File: src/rtl/run_launcher.sv
// Launch sequencer for the X9 core: loads a byte image, releases the core, times the run.
// Optional LAUNCH_CHKSUM_EN adds chk_sum, a modulo-2^DW sum of all accepted load bytes.
module run_launcher #(
   parameter int AW         = 8,
   parameter int DW         = 8,
   parameter int CW         = 16,
   parameter int MAX_CYCLES = 4000
) (
   input  logic          clk,
   input  logic          reset,
   input  logic          req,
   input  logic          ld_valid,
   output logic          ld_ready,
   input  logic [AW-1:0] ld_addr,
   input  logic [DW-1:0] ld_data,
   input  logic          ld_last,
   input  logic          core_halt,
   output logic          core_reset,
   output logic          mem_wr_en,
   output logic [AW-1:0] mem_addr,
   output logic [DW-1:0] mem_dat,
   output logic [CW-1:0] cycle_cnt,
   output logic          timeout,
`ifdef LAUNCH_CHKSUM_EN
   output logic [DW-1:0] chk_sum,
`endif
   output logic          done
);

   typedef enum logic [2:0] {
      S_IDLE  = 3'd0,
      S_LOAD  = 3'd1,
      S_DRAIN = 3'd2,
      S_RUN   = 3'd3,
      S_DONE  = 3'd4
   } state_t;

   localparam logic [CW-1:0] LAST_CNT = CW'(MAX_CYCLES - 1);

   state_t state_q, state_d;
   logic   hs;

   always_ff @(posedge clk) begin
      if (reset) state_q <= S_IDLE;
      else       state_q <= state_d;
   end

   always_comb begin
      // NOTE: every output gets a default first so no path through the case infers a latch.
      state_d    = state_q;
      ld_ready   = 1'b0;
      core_reset = 1'b1;
      done       = 1'b0;
      case (state_q)
         S_IDLE:  if (req) state_d = S_LOAD;
         S_LOAD: begin
            ld_ready = 1'b1;
            if (ld_valid && ld_last) state_d = S_DRAIN;
         end
         S_DRAIN: state_d = S_RUN;
         S_RUN: begin
            core_reset = 1'b0;
            if (core_halt || cycle_cnt == LAST_CNT) state_d = S_DONE;
         end
         S_DONE: begin
            done = 1'b1;
            if (!req) state_d = S_IDLE;
         end
         default: state_d = S_IDLE;
      endcase
   end

   assign hs = ld_valid & ld_ready;

   // NOTE: registers use <= so each one samples pre-edge values regardless of statement order.
   always_ff @(posedge clk) begin
      if (reset) begin
         mem_wr_en <= 1'b0;
         mem_addr  <= '0;
         mem_dat   <= '0;
         cycle_cnt <= '0;
         timeout   <= 1'b0;
      end else begin
         mem_wr_en <= hs;
         if (hs) begin
            mem_addr <= ld_addr;
            mem_dat  <= ld_data;
         end
         case (state_q)
            S_DRAIN: begin
               cycle_cnt <= '0;
               timeout   <= 1'b0;
            end
            // A halt cycle is not counted; the budget cycle is, so a timeout ends at MAX_CYCLES.
            S_RUN: begin
               if (!core_halt) begin
                  cycle_cnt <= cycle_cnt + CW'(1);
                  if (cycle_cnt == LAST_CNT) timeout <= 1'b1;
               end
            end
            default: ;
         endcase
      end
   end

`ifdef LAUNCH_CHKSUM_EN
   always_ff @(posedge clk) begin
      if (reset)                      chk_sum <= '0;
      else if (state_q == S_IDLE && req) chk_sum <= '0;
      else if (hs)                    chk_sum <= chk_sum + ld_data;
   end
`endif

endmodule
File: config.mk
export PLATFORM = sky130hd
export DESIGN_NAME = run_launcher
export DESIGN_NICKNAME = d
export VERILOG_FILES = /design/src/rtl/run_launcher.sv
export SDC_FILE = /design/constraint.sdc
export NUM_CORES = 1
export LEC_CHECK = 0
export BUFFER_PORTS_ARGS = -buffer_cell sky130_fd_sc_hd__buf_2
export CAP_MARGIN = 20
export CORE_MARGIN = 2
export CORE_UTILIZATION = 43
export DETAILED_ROUTE_END_ITERATION = 12
export HOLD_SLACK_MARGIN = 0.05
export PLACE_DENSITY = 0.81
export SYNTH_ARGS = -nofsm -noshare
export SYNTH_HDL_FRONTEND = slang
export SYNTH_SLANG_ARGS = --single-unit
File: constraint.sdc
create_clock -name clk -period 1.9 [get_ports clk]
set_clock_uncertainty 0.1 [all_clocks]
set_input_delay 0.095 -clock clk [delete_from_list [all_inputs] [get_ports clk]]
set_output_delay 0.095 -clock clk [all_outputs]
set_load 0.02 [all_outputs]
# --- Yosys cells after proc, flatten, opt, wreduce, memory -nomap -nowiden ---
# Cells that the tools add are included.
classes:
  n_addsub: 1
  n_eq_ne: 11
  muxes: 13
  bitwise_logic: 1
  n_reduce_logical: 7
ops:
  columns: ["cell", "n"]
  rows:
  - ["16-bit case mux with 2 select lines", 1]
  - ["16-bit by 1-bit adder with 16-bit output (second input constant)", 1]
  - ["16-bit by 12-bit equality test with 1-bit output (second input constant)", 1]
  - ["16-bit 2-to-1 mux", 1]
  - ["3-bit case mux with 5 select lines", 1]
  - ["3-bit 2-to-1 mux", 4]
  - ["2-bit inequality test (second input constant)", 6]
  - ["3-bit by 2-bit equality test with 1-bit output (second input constant)", 2]
  - ["1-bit 2-to-1 mux", 5]
  - ["4-bit AND reduction", 1]
  - ["3-bit by 1-bit equality test with 1-bit output (second input constant)", 1]
  - ["3-bit equality test (second input constant)", 1]
  - ["3-bit zero test", 1]
  - ["3-bit AND reduction", 1]
  - ["1-bit case mux with 2 select lines", 1]
  - ["2-bit AND reduction", 1]
  - ["2-bit nonzero test", 1]
  - ["1-bit AND", 1]
  - ["1-bit logical AND", 1]
  - ["1-bit logical OR", 1]
word_totals:
  reg_bits: 37
  input_bits: 22
  out_inout_bits: 37

# --- Depth between registers and ports, before layout ---
depth:
  word_depth: 4
  ltp_mapped: 7

# --- Worst setup path before layout ---
# Ideal clock, no wire load.
synth_path:
  path_kind: "reg-to-reg"
  start: "register state_q[0]"
  end: "register mem_addr[0]"
  setup_time_ns: 0.071
  arrival_ns: 1.844
  required_ns: 1.729
  setup_slack_ns: -0.115
  path_stages_with_launch: 8
  period_less_slack_ns: 2.015
  path_cell_list: "dfxtp_1 -> buf_2 -> nor3b_1 -> and2_1 -> clkbuf_1 -> buf_2 -> nand2_1 -> a21oi_1"
synth_via:
  elab_chain_cells: 3
synth_lines:
  columns: ["item", "line", "text"]
  rows:
  - ["from (decl)", "40", "state_t state_q, state_d;"]
  - ["from (signal assigned)", "45", "else state_q <= state_d;"]
  - ["3-bit by 1-bit equality test with 1-bit output", "54", "case (state_q)"]
  - ["1-bit 2-to-1 mux", "54", null]
  - ["named net ld_ready", "13", "output logic ld_ready,"]
  - ["1-bit AND", "73", "assign hs = ld_valid & ld_ready;"]
  - ["to (signal assigned)", "86", "mem_addr <= ld_addr;"]
  - ["to (decl)", "20", "output logic [AW-1:0] mem_addr,"]
# The timed path passes the listed nets, and every way through them passes these cells.
# A chain may end at the register's enable or synchronous reset.

# --- Worst setup path after layout ---
layout_path:
  start: "register cycle_cnt[0]"
  end: "register state_q[0]"
layout_via:
  elab_chain_cells: 4
layout_lines:
  columns: ["item", "line", "text"]
  rows:
  - ["from (decl)", "22", "output logic [CW-1:0] cycle_cnt,"]
  - ["from (signal assigned)", "97", "cycle_cnt <= cycle_cnt + CW'(1);"]
  - ["16-bit by 12-bit equality test with 1-bit output", "63", "if (core_halt || cycle_cnt == LAST_CNT) state_d = S_DONE;"]
  - ["1-bit logical OR", "63", null]
  - ["2-bit inequality test (no source line)", null, null]
  - ["4-bit AND reduction (no source line)", null, null]
# No other way between the ends.

==> impl_metrics.yaml <==
placed_design:
  detailed_place_hpwl_um: 2780
  placement.io_buffers: 58
  post_dp_cell_area_um2: 2010
  gp_congestion: 0.854
setup_path:
  worstPathArrival_ns: 1.85
  worst_reg_to_reg_path_cell_count: 5
  critical_path.reg2reg.startpoint: "cycle_cnt[0]"
  required_ns: 1.95
  endpoint_kind: "register"
  critical_path_class: "register to register"
  critPathLaunchType: "register"
  maximum_fanout_encountered_on_the_critical_timing_path: 5
  worst_setup_path_start: "cycle_cnt[0]"
floorplan:
  ios: 59
  num_rows: 22
  initial_core_utilization_pct: 44.1
  dieHeight_um: 64.8
  total_die_area_um2: 4200
  core_um2: 3610
  dieWidth_um: 64.8
timing:
  period_minus_ws_final_ns: 1.81
  max-slew-margin-rel_pct: 64.6
  setup_violations: 0
  hold_viol_final: 0
  period_share_pct: 95.0
  upper_clock_frequency_limit_mhz: 554
  final.hold.worst_slack_ns: 0.0681
  setup_tns_ns: 0
  slew_viol_final: 0
  worst-slew-pin-transition_ns: 0.530
cells_and_area:
  finalNetCount: 303
  post-route-cell-area_um2: 2270
  multi_input_area_um2: 822
  antennaDiodeCount: 0
  filler_cell_count: 296
  most-common-layout-cells: "sky130_fd_sc_hd__buf_2 (58), sky130_fd_sc_hd__nand2_1 (39), sky130_fd_sc_hd__dfxtp_1 (35)"
  share_of_layout_cells_above_drive_strength_1_pct: 32.4
  syn2layout_area_growth_pct: 43.1
  layout.cells.most_common: "sky130_fd_sc_hd__buf_2"
  sequential_cell_area_um2: 743
hold_path:
  worstHoldPathCells: 4
  min_path_type: "input port to register"
  holdCritStartpoint: "core_halt"
drt:
  drc_violation_count_after_routing: 0
  dr.first_iter.drc_count: 102
  first_pass_iteration_count_of_the_detailed_router: 4
  postRouteAntennaNets: 0
  detailroute.via_count: 1688
  wl_per_cell_um: 12.9
  drt_wl_total_um: 4250
  route.detailed.vias_per_inst: 5.13
power:
  pwr_density_cell_nw_per_um2: 850
  vdd.ir_drop.worst_v: 0.000598
  p_leak_nw: 1.01
clock_tree:
  htreeDepth: 2
  clk-insertion-delay-late_ns: 0.29
  tritoncts: "done"
  clk_root_buffer_cell: "sky130_fd_sc_hd__clkbuf_8"
  clock_sinks: 37
  cts_inserted_buffers: 5
  clkSlewWorstSetupHoldPaths_ns: 0.07
  cts-root-to-sink-buffers: 2
global_route:
  first_global_vias: 1583
  global_route_usage_sum_pct: 21.4
  grt_pass1_wl_um: 7020
  grt_start_max_net_pins: 25
  initial_antenna_violation_count: 0
  gr-total-overflow: 0
yosys:
  synthCells: 194
  synth.net_count: 217
  ys_seq_elements: 37
  synth_area_um2: 1590
  post_synthesis_area_per_instance_um2: 8.19
  synthesis.yosys.warnings: 0
  synthDistinctLibCells: 32
  yosysSeqAreaShare_pct: 46.6
outcome:
  run_status: "finished, final reports clean"
run:
  cap_viol_max_count: 0
[layer usage]
metal  vias to the layer above  GRT usage (%)  share of wire, %
met1                       752           26.5                42
met3                        12           6.08               6.4
met4                         0           9.31               1.9
met5                         -              0                 0
met2                        71           34.5                49
li1                        853              -                 -
[state kept, by name, summed over array words and instances (netlist names)]
register   cells
timeout        1
mem_addr       8
mem_wr_en      1
cycle_cnt     16
mem_dat        8
state_q        3
[synthesized netlist by cell type (all sizes together)]
| cell | number | share of area [%] |
|---|---|---|
| a21oi | 29 | 9.4 |
| a221oi | 1 | 0.55 |
| a22oi | 2 | 0.94 |
| and2 | 5 | 2.0 |
| and3 | 4 | 1.7 |
| and4 | 1 | 0.55 |
| buf | 4 | 1.3 |
| clkbuf | 6 | 1.4 |
| dfxtp | 37 | 47 |
| ha | 1 | 0.79 |
| nand2 | 39 | 9.2 |
| nand2b | 1 | 0.39 |
| nand3 | 2 | 0.63 |
| nand3b | 1 | 0.47 |
| nand4 | 10 | 3.9 |
| nor2 | 16 | 3.8 |
| nor2b | 3 | 1.2 |
| nor3 | 1 | 0.31 |
| nor3b | 1 | 0.47 |
| o211a | 1 | 0.63 |
| o21a | 1 | 0.47 |
| o21ai | 3 | 0.94 |
| o31ai | 5 | 2.4 |
| or2 | 1 | 0.39 |
| or3 | 3 | 1.2 |
| or3b | 1 | 0.55 |
| or4 | 7 | 3.5 |
| xnor2 | 4 | 2.2 |
| xor2 | 4 | 2.2 |
[cell type report]
type                            count  area share (%)
Clock inverter                      3           0.770
Sequential cell                    37            32.7
Timing Repair Buffer               89            24.8
Clock buffer                        5            3.03
Tap cell                           48            2.64
Multi-Input combinational cell    147            36.1
[timing repair]
item / CTS / global route
buffers inserted: 0 / 1
pin swaps: 0 / 2
endpoints found under the hold margin: 16 / 0
gates resized for setup: 1 / 4
setup endpoints to repair: 1 / 3
hold buffers: 16 / 0
[worst paths after layout]
check	end	slack [ns]
worst min register to register	mem_dat[6]	0.35
worst max-delay path	state_q[0]	0.09
worst min-delay path	cycle_cnt[0]	0.07
worst max register to register	state_q[0]	0.09
[kinds of logic (layout without fill, tap and decap cells)]
group / count (synthesis) / count (layout) / synth area share (%)
compound gates: 42 / 42 / 15.3
xor+xnor: 8 / 8 / 4.41
fa+ha+maj: 1 / 1 / 0.787
buf+inv: 10 / 97 / 2.68
flops: 37 / 37 / 46.6
simple gates: 96 / 96 / 30.2
[power breakdown]
| group | total, mW | leakage [nW] | switching, mW | internal, mW |
|---|---|---|---|---|
| sequential | 0.876 | 0.301 | 0.0407 | 0.835 |
| combinational | 0.521 | 0.662 | 0.316 | 0.205 |
| clock | 0.537 | 0.0439 | 0.284 | 0.253 |
[stage by stage]
step           setup slack [ns]  cells  total power [mW]  utilization [%]
2_1_floorplan           0.00434    194              1.23                -
3_3_place_gp             0.0804    304              1.37             55.7
3_5_place_dp             0.0635    304              1.38             55.7
4_1_cts                  0.0140    328              1.95             62.6
5_1_grt                -0.00799    329              2.04             63.1
6_report                 0.0949    329              1.93             63.1
[critical path, stage by stage (launching register included)]
cell and delay, ns:
sky130_fd_sc_hd__dfxtp_1 0.40, sky130_fd_sc_hd__ha_1 0.21, sky130_fd_sc_hd__nand4_1 0.11, sky130_fd_sc_hd__or4_4 0.59, sky130_fd_sc_hd__a21oi_2 0.17, sky130_fd_sc_hd__a221oi_1 0.09
(Power assumes the default switching activity.)
